--- src/rtl/backward_registered_slice.sv ---
`default_nettype none
// ============================================================================
// Module   : backward_registered_slice
// Purpose  : Full valid/ready register slice with a 2-entry skid buffer;
//            every output, including m_ready, comes straight from a flop.
// Revision : 1.0 - initial release
// ============================================================================
module backward_registered_slice #(
    parameter int WIDTH = 8
) (
    input  logic             clk,
    input  logic             rst,
    input  logic             m_valid,
    input  logic [WIDTH-1:0] m_data,
    output logic             m_ready,
    output logic             s_valid,
    output logic [WIDTH-1:0] s_data,
    input  logic             s_ready,
    output logic [1:0]       occupancy
);

    localparam logic [1:0] ST_EMPTY = 2'd0;
    localparam logic [1:0] ST_BUSY  = 2'd1;
    localparam logic [1:0] ST_FULL  = 2'd2;

    logic [1:0]       state_q, state_d;
    logic [WIDTH-1:0] main_q, main_d;
    logic [WIDTH-1:0] skid_q, skid_d;
    logic             m_ready_q;
    logic             s_valid_q;
    logic             m_fire;
    logic             s_fire;

    assign m_fire = m_valid & m_ready_q;
    assign s_fire = s_valid_q & s_ready;

    always_comb begin
        state_d = state_q;
        main_d  = main_q;
        skid_d  = skid_q;
        case (state_q)
            ST_EMPTY: begin
                if (m_fire) begin
                    state_d = ST_BUSY;
                    main_d  = m_data;
                end
            end
            ST_BUSY: begin
                if (m_fire && s_fire) begin
                    main_d = m_data;
                end else if (m_fire) begin
                    state_d = ST_FULL;
                    skid_d  = m_data;
                end else if (s_fire) begin
                    state_d = ST_EMPTY;
                end
            end
            ST_FULL: begin
                // Upstream is blocked here, so only the drain side can move.
                if (s_fire) begin
                    state_d = ST_BUSY;
                    main_d  = skid_q;
                end
            end
            default: begin
                state_d = ST_EMPTY;
            end
        endcase
    end

    always_ff @(posedge clk) begin
        if (rst) begin
            state_q   <= ST_EMPTY;
            main_q    <= '0;
            skid_q    <= '0;
            m_ready_q <= 1'b0;
            s_valid_q <= 1'b0;
        end else begin
            state_q   <= state_d;
            main_q    <= main_d;
            skid_q    <= skid_d;
            m_ready_q <= (state_d != ST_FULL);
            s_valid_q <= (state_d != ST_EMPTY);
        end
    end

    assign m_ready   = m_ready_q;
    assign s_valid   = s_valid_q;
    assign s_data    = main_q;
    assign occupancy = state_q;

endmodule
`default_nettype wire

--- config.mk ---
export PLATFORM = sky130hd
export DESIGN_NAME = backward_registered_slice
export DESIGN_NICKNAME = d
export VERILOG_FILES = /design/src/rtl/backward_registered_slice.sv
export SDC_FILE = /design/constraint.sdc
export NUM_CORES = 1
export LEC_CHECK = 0
export ABC_AREA = 1
export CORE_MARGIN = 3
export CORE_UTILIZATION = 45
export CTS_BUF_LIST = sky130_fd_sc_hd__clkbuf_4 sky130_fd_sc_hd__clkbuf_8
export DETAILED_ROUTE_END_ITERATION = 8
export PLACE_DENSITY = 0.79
export SYNTH_ARGS = -nofsm -noshare
export SYNTH_HDL_FRONTEND = slang
export SYNTH_SLANG_ARGS = --single-unit
--- constraint.sdc ---
create_clock -name clk -period 1.1 [get_ports clk]
set_input_delay 0.22 -clock clk [delete_from_list [all_inputs] [get_ports clk]]
set_output_delay 0.22 -clock clk [all_outputs]
set_load 0.05 [all_outputs]
==> impl_results.md, run 1 <==
- R2R setup slack: -0.08 ns
- Depth of the most critical reg-to-reg path: 6
- Max clock buf depth: 2
- Top sig layer: met4
- Outcome: finished with violations
- Metal-1 WL: approximately 1100 microns
- Routed Antenna Nets: 0
- FF-to-FF End: s_valid
- Initial core utilization: 49.0%
- Slew @ Worst Pin: roughly 0.22 ns
- Initial drt markers: 27
- Leak: around 0.75 nW
- Final hold vios: 0
- Placer Congestion: around 0.82
- Post-Syn Nets: 157
- Dpl hpwl: 1740 microns
- Fin util: about four fifths
- Met3 wire length: 127 microns
- Largest net degree at the start of global routing: 17
- GRT Total Usage: 20.6%
- Clock sink total: 20
- Vias post-DR: 1077
- Dpl ws: -0.390 ns
- DR WL/cell: 12.9 microns
- Vias in the first global route: around 1000
- Met2 WL: 1390 microns
- Routed vias/inst: 5.08
- Die height: 52.9 microns
- Crit path DAT: 0.97 ns
- # diodes: 0
- Worst skew pair latency: 0.32 ns
- TritonCTS clock tree: built
- Unique masters post-synth: 19
- Syn. warnings: 0
- IO Port Bufs: 23
- I/O Pins: 24
- TNS Setup: -0.644 ns
- Die X: approximately 53 microns
- Fin cells: 212
- Maximum net fanout on the critical path: 3
- Worst Skew: 0.00323 ns
- Commonest non-fill, non-tap cell in the layout: nand2_1
- CTS H-tree depth: 1
- Setup-failing EPs final: 15
- Mapped Area: 991 sq um
- Layout cells sized above 1: between 30% and 40%
- Hold wc startpoint: skid_q[0]
- Die area: 2800 sq um
- Final #Nets: ~200
- Reg2reg start: occupancy[1]
- CTS buffer count: 3
- Area growth, synth to finish: 59.7%
- # Max-Cap Violations: 0
- Critical path type: reg2out
- Minimum clock period: 1.19 ns
- Final slew viol count: 0
- RSZ-0062 raised after global routing: true
- Hold EP: skid_q[0]
- First-pass GRT wire length: between 4000 and 5000 microns
- Min-Delay Path Depth: 2
- Post-synthesis sequential area ratio: 40.4%
- Failing checks: negative setup slack
- Grt ovf: 0
- Clock root cell: clkbuf_4
- Placed cell count: 203
- Initial antenna violation count: 0
- Pwr per Cell Area: 1330 nW/um^2
- Seq cells post-synth: 20
- Mapped Avg Cell Area: around 6.8 sq um
- Clk slew on worst S/H paths: 0.12 ns
- Critical path endpoint category: primary output
- Period utilization: 108%
- Setup ws final: -0.0918 ns
- Critical Path RT: just under 0.9 ns
- WL final: 2730 microns
- CP Launch Type: flip-flop
- Post-route DRC: 0
- VDD IR-drop max: 0.00115 V
- Core Region: 2020 sq um
- Max_slew headroom: a little under nine tenths
- Fmax: approximately 840 MHz
- Drt pass-1 iters: 4
- FP Rows: 16
- Class of the worst hold path: reg2reg
- Commonest cells after routing, fill and taps aside: nand2_1 (44), nor2_1 (35), buf_4 (13)
- Post-synthesis cell count: 145
logic make-up after synthesis:
kind of cell	after synthesis	synth area share (%)
and+or+nand+nor	102	46.6
buffers and inverters	18	9.09
DFF	20	40.4
AOI/OAI and AO/OA	5	3.91
repair_timing:
item | 4_1_cts | 5_1_grt
setup endpoints to repair | 19 | 31
hold buffers | 0 | 0
resized for setup | 8 | 13
buffers inserted | 4 | 1
pin swaps | 3 | 2
layout make-up:
type                            count  area [sq um]
Timing Repair Buffer               40           493
Fill cell                         132           439
Clock buffer                        3          22.5
Tap cell                           27          33.8
Clock inverter                      1          30.0
Multi-Input combinational cell    107           524
Sequential cell                    20           424
Inverter                           14          55.1
synth_stat cells (all sizes together):
cell type   n  share of area (%)
a21oi       1               0.50
a21boi      1               0.76
o21ai       3                2.7
clkinv      1               0.38
inv        13                4.9
nand3       9                5.1
clkbuf      1               0.38
nor3        1                1.6
nand2      48                 19
dfxtp      20                 40
nor2       36                 14
buf         3                3.4
nand3b      8                6.1
through the flow:
stage | power (W) | hold slack (ns) | area, sq um
detailed placement | 0.00143 | 0.465 | 1450
floorplan | 0.00115 | 0.279 | 1010
global route | 0.00217 | 0.510 | 1580
global placement | 0.00142 | 0.453 | 1450
finish | 0.00210 | 0.500 | 1580
CTS | 0.00206 | 0.492 | 1550
sequential cells by signal (all words and copies together) (netlist names):
| signal | flops |
|---|---|
| s_data | 8 |
| skid_q | 8 |
| occupancy | 2 |
| m_ready | 1 |
| s_valid | 1 |
worst max-delay path, cell delays in order, from the launching register on:
cell and delay [ns]:
dfxtp_4 0.39, buf_6 0.12, buf_12 0.14
power breakdown:
part | internal, W | switching (W)
sequential | 0.000778 | 0.0000537
clock | 0.000369 | 0.000261
combinational | 0.000299 | 0.000341
worst max-delay path by stage:
| stage | startpoint | endpoint | slack, ns | depth (start not counted) |
|---|---|---|---|---|
| floorplan | occupancy[1] | s_data[0] | -0.05 | 6 |
| global placement | s_ready | skid_q[5] | -0.30 | 7 |
| detailed placement | s_ready | skid_q[3] | -0.39 | 7 |
| CTS | occupancy[0] | s_data[6] | -0.08 | 7 |
| global route | occupancy[1] | s_data[7] | -0.14 | 6 |
| finish | occupancy[0] | occupancy[0] | -0.09 | 2 |
layer usage:
layer  up-vias  GRT usage (%)
li1        524              -
met1       503           22.9
met2        39           36.0
met3        11           2.82
met4         0           13.6
met5         -              0
(Power assumes the default switching activity.)
==> run 2: changes to the inputs <==
--- a/config.mk
+++ b/config.mk
@@ -7,10 +7,11 @@
 export LEC_CHECK = 0
 export ABC_AREA = 1
 export CORE_MARGIN = 3
-export CORE_UTILIZATION = 45
+export CORE_UTILIZATION = 30
 export CTS_BUF_LIST = sky130_fd_sc_hd__clkbuf_4 sky130_fd_sc_hd__clkbuf_8
 export DETAILED_ROUTE_END_ITERATION = 8
-export PLACE_DENSITY = 0.79
+export PLACE_DENSITY_LB_ADDON = 0.05
 export SYNTH_ARGS = -nofsm -noshare
 export SYNTH_HDL_FRONTEND = slang
 export SYNTH_SLANG_ARGS = --single-unit
+export TNS_END_PERCENT = 30
==> impl_results.md, run 2 (synthesized netlist as in run 1, its figures left out) <==
- Fillers: ~300
- Fmax: 856 MHz
- I/O Pins: 24
- Clk slew on worst S/H paths: 0.13 ns
- Die X: 63.5 microns
- Core Region: 3100 sq um
- Vias post-DR: 980
- Class of the worst hold path: in2reg
- # Max-Cap Violations: 0
- Drt pass-1 iters: 4
- Setup ws final: -0.0677 ns
- # diodes: 0
- Crit path DAT: ~1.4 ns
- Cell-internal power: 0.00148 W
- Crit-path max cell delay: roughly 0.39 ns
- CTS buffer count: 3
- Chain of cells forming the critical path: buf_6 > o21ai_4 > buf_4 > nand2_4 > nor2_1 > nor2_1
- Max_slew headroom: 85.2%
- FF/Latch Area: 419 sq um
- Die height: 63.5 microns
- Routed vias/inst: 4.26
- CTS H-tree depth: 1
- Post-route DRC: 0
- Multi-input gate area: 546 sq um
- Critical Path RT: between 1 and 1.5 ns
- IO Port Bufs: 23
- CP dominant cell by count: nor2_1
- TNS Setup: -0.524 ns
- Power share of the combinational group: about a third
- Area growth, synth to finish: 69.6%
- Depth of the most critical reg-to-reg path: 6
- Outcome: finished with violations
- Final slew viol count: 0
- Slowest stage cell, crit path: dfxtp_4
- Critical path type: reg2reg
- Setup-failing EPs final: 12
- Worst Skew: 0.00770 ns
- Max clock buf depth: 2
- Layout cells sized above 1: 29.6%
- Minimum clock period: 1.17 ns
- Min-Delay Path Depth: 5
- Critical path endpoint category: flip-flop
- Clock sink total: 20
- TritonCTS clock tree: built
- VDD IR-drop max: 0.000485 V
- Final hold vios: 0
- Slew @ Worst Pin: 0.222 ns
- Largest net degree at the start of global routing: 18
- Failing checks: negative setup slack
- FP Rows: 20
- Clock root cell: clkbuf_4
- Clk pwr share: 28.8%
- Power after layout: 0.00212 W
- Initial drt markers: 35
- DR WL/cell: 11.6 microns
- Commonest cells after routing, fill and taps aside: nand2_1 (43), nor2_1 (34), buf_12 (16)
- Leak: 0.782 nW
- WL final: 2660 microns
- Maximum net fanout on the critical path: 8
- CP Launch Type: flip-flop
- Final #Nets: 199
- Initial core utilization: 31.9%
- Vias in the first global route: 1010
- Worst skew pair latency: 0.30 ns
- Initial antenna violation count: 0
- Seq pwr share: 38.8%
- Period utilization: 106%
- Dpl hpwl: 1730 microns
- Pwr per Cell Area: around 1300 nW/um^2
- First-pass GRT wire length: 4510 microns
- Routed Antenna Nets: 0
- Placer Congestion: 0.760
- Commonest non-fill, non-tap cell in the layout: nand2_1
- Sw Ratio: 30.4%
- Psw: approximately 0.00064 W
- GRT Total Usage: 14.0%
- Die area: slightly above 4000 sq um
- RSZ-0062 raised after global routing: true
- Grt ovf: 0
==> run 2: cell count changes in the layout (fill, tap and decap cells not counted), moves of 2 or more <==
cell,delta
buf_12,+4
buf_4,-6
buf_6,+2
dfxtp_1,+4
dfxtp_2,-4
==> run 2: power groups by stage <==
stage	combinational [W]	sequential, W	clock [W]
after floorplan	0.000200	0.000951	0
after global placement	0.000607	0.000834	0
after detailed placement	0.000611	0.000837	0
after CTS	0.000637	0.000820	0.000634
after global routing	0.000737	0.000831	0.000656
final	0.000686	0.000824	0.000611
==> run 2: worst max-delay path, delay by kind of cell (launching register included) <==
family / cells / cell delay (ns)
AO/OA/AOI/OAI: 1 / 0.16
buffers and inverters: 2 / 0.29
flip-flops: 1 / 0.39
AND/OR/NAND/NOR: 3 / 0.24
==> run 2: through the flow <==
step | util [%] | cells | area [sq um] | hold slack (ns) | worst slack (ns)
6_report | 54.2 | 230 | 1680 | 0.434 | -0.0677
5_1_grt | 54.2 | 230 | 1680 | 0.489 | -0.122
4_1_cts | 51.8 | 226 | 1610 | 0.491 | -0.0635
3_5_place_dp | 48.3 | 219 | 1500 | 0.461 | -0.356
3_3_place_gp | 48.3 | 219 | 1500 | 0.450 | -0.331
2_1_floorplan | - | 145 | 1010 | 0.279 | -0.0535
==> run 2: what timing repair did <==
action                                  in CTS  in global routing
setup buffers                                3                  3
hold buffers                                 0                  0
pin swaps                                    2                  9
resized for setup                            7                 13
endpoints found under the setup margin      18                 28
gates cloned                                 0                  1
==> run 2: cell type report <==
type | instances | area share [%]
clock inverter | 1 | 1.79
sequential | 20 | 24.9
multi-input combinational | 108 | 32.5
clock buffer | 3 | 1.34
tap | 44 | 3.28
inverter | 14 | 3.28
timing repair buffer | 40 | 32.9
==> run 2: routing by layer <==
| metal | part of all wire [%] | routed length, microns | global-route usage (%) | up-vias |
|---|---|---|---|---|
| li1 | - | - | - | 529 |
| met1 | 47 | 1240 | 18.4 | 432 |
| met2 | 49 | 1300 | 23.3 | 17 |
| met3 | 3.6 | 97 | 2.32 | 2 |
| met4 | 0.71 | 19 | 4.04 | 0 |
| met5 | 0 | 0 | 0 | - |
==> run 2: final timing paths <==
kind	end	startpoint	slack, ns
setup reg to reg	s_data[1]	occupancy[1]	-0.07
hold / removal	occupancy[0]	m_valid	0.43
hold reg to reg	skid_q[1]	skid_q[1]	0.49
setup / recovery	s_data[1]	occupancy[1]	-0.07
==> run 3: changes to the inputs <==
--- a/config.mk
+++ b/config.mk
@@ -8,7 +8,7 @@
 export ABC_AREA = 1
 export CORE_MARGIN = 3
 export CORE_UTILIZATION = 30
-export CTS_BUF_LIST = sky130_fd_sc_hd__clkbuf_4 sky130_fd_sc_hd__clkbuf_8
+export CTS_BUF_LIST = sky130_fd_sc_hd__clkbuf_8
 export DETAILED_ROUTE_END_ITERATION = 8
 export PLACE_DENSITY_LB_ADDON = 0.05
 export SYNTH_ARGS = -nofsm -noshare
==> impl_results.md, run 3 (synthesized netlist as in run 1, its figures left out) <==
- Outcome: finished with violations
- Failing checks: negative setup slack
- Vias in the first global route: 1003
- Area growth, synth to finish: 65.8%
- Pwr per Cell Area: about 1300 nW/um^2
- Critical Path RT: 1.26 ns
- Setup-failing EPs final: 11
- Clock root cell: clkbuf_8
- Worst Skew: a little under 0.004 ns
- Sw Ratio: 28.6%
- Cell-internal power: about 0.0016 W
- Max clock buf depth: 2
- Commonest non-fill, non-tap cell in the layout: nand2_1
- Final hold vios: 0
- FP Rows: 20
- Largest net degree at the start of global routing: 18
- Critical path type: reg2reg
- Routed Antenna Nets: 0
- # Max-Cap Violations: 0
- Die area: 4030 sq um
- Worst skew pair latency: 0.26 ns
- RSZ-0062 raised after global routing: true
- Clock sink total: 20
- Critical path endpoint category: flip-flop
- Crit path buf inv count: 1
- Slew @ Worst Pin: 0.226 ns
- # diodes: 0
- CTS H-tree depth: 1
- Dpl hpwl: between 1500 and 2000 microns
- Clk slew on worst S/H paths: around 0.080 ns
- Final #Nets: 196
- WL final: roughly 2400 microns
- Fin util: 52.9%
- Routed vias/inst: 4.31
- I/O Pins: 24
- Initial drt markers: 58
- DR WL/cell: 10.8 microns
- Die height: 63.5 microns
- Setup ws final: -0.0185 ns
- Chain of cells forming the critical path: buf_4 > o21ai_4 > nand2_4 > nor2_1 > nor2_1
- Hold_buf cts: 0
- Kind of cell adding the most delay to the critical path: flip-flops
- TritonCTS clock tree: built
- Initial antenna violation count: 0
- Post-route DRC: 0
- Seq pwr share: 37.5%
- Class of the worst hold path: in2reg
- Fillers: between 300 and 400
- GRT Total Usage: between 10% and 20%
- Final slew viol count: 0
- First-pass GRT wire length: 4400 microns
- Slowest stage cell, crit path: dfxtp_4
- Period utilization: 102%
- Die X: 63.5 microns
- CP Launch Point: occupancy[1]
- Commonest cells after routing, fill and taps aside: nand2_1 (44), nor2_1 (35), buf_12 (16), dfxtp_1 (16)
- Leak: between 0.7 and 0.8 nW
- Layout cells sized above 1: about 26%
- Minimum clock period: ~1.1 ns
- CP dominant cell by count: nor2_1
- Drt pass-1 iters: 4
- VDD IR-drop max: 0.000584 V
- Core Region: 3100 sq um
- Reg2reg start: occupancy[1]
- Psw: 0.000629 W
- Placer Congestion: 0.760
- Clk pwr share: about a third
- Initial core utilization: 31.9%
- Hold wc startpoint: s_ready
- CP Launch Type: flip-flop
- TNS Setup: -0.0902 ns
- Crit path DAT: 1.28 ns
- Max_slew headroom: 84.9%
- IO Port Bufs: 23
- Power share of the combinational group: 28.9%
- Grt ovf: 0
- CTS buffer count: 3
- Fmax: 894 MHz
- Maximum net fanout on the critical path: 16
- Crit-path max cell delay: approximately 0.38 ns
- Vias post-DR: 978
run 3: metrics by stage:
stage	cell area [sq um]	total power, W	instances	setup slack [ns]	hold slack [ns]
3_3_place_gp	1500	0.00144	219	-0.331	0.450
6_report	1640	0.00219	227	-0.0185	0.453
4_1_cts	1620	0.00221	226	-0.0210	0.480
2_1_floorplan	1010	0.00115	145	-0.0535	0.279
3_5_place_dp	1500	0.00145	219	-0.356	0.461
5_1_grt	1640	0.00231	227	-0.0903	0.488
run 3: worst register-to-register path, delay by kind of cell (launching register included):
family	cells	cell delay, ns
buffers and inverters	1	0.14
AO/OA/AOI/OAI	1	0.17
AND/OR/NAND/NOR	3	0.34
flip-flops	1	0.38
run 3: cell type report:
type / count / area, sq um / share of cell area [%]
clock inverter: 1 / 30.0 / 1.83
clock buffer: 3 / 41.3 / 2.51
tap: 44 / 55.1 / 3.35
multi-input combinational: 107 / 515 / 31.4
sequential: 20 / 415 / 25.3
timing repair buffer: 38 / 526 / 32.0
inverter: 14 / 60.1 / 3.66
run 3: final timing paths:
path | to | slack, ns | depth (start not counted)
worst min register to register | skid_q[1] | 0.48 | 2
worst max-delay path | s_data[1] | -0.02 | 5
worst max register to register | s_data[1] | -0.02 | 5
worst min-delay path | occupancy[0] | 0.45 | 5
run 3: repair_timing:
action | CTS | global route
resized for setup | 7 | 6
setup endpoints to repair | 13 | 20
setup buffers | 3 | 1
pin swaps | 5 | 8
run 3: power groups by stage:
stage               Clock [W]  Sequential, W  Combinational [W]
floorplan                   0       0.000951           0.000200
global placement            0       0.000834           0.000607
detailed placement          0       0.000837           0.000611
CTS                  0.000764       0.000821           0.000627
global route         0.000793       0.000830           0.000685
finish               0.000736       0.000824           0.000635
run 3: layer usage:
metal / vias to the layer above / wire length [microns] / global-route usage [%]
met1: 439 / 1150 / 17.4
met3: 2 / 88 / 2.85
li1: 518 / - / -
met4: 0 / 19 / 4.04
met2: 19 / 1180 / 23.2
met5: - / 0 / 0
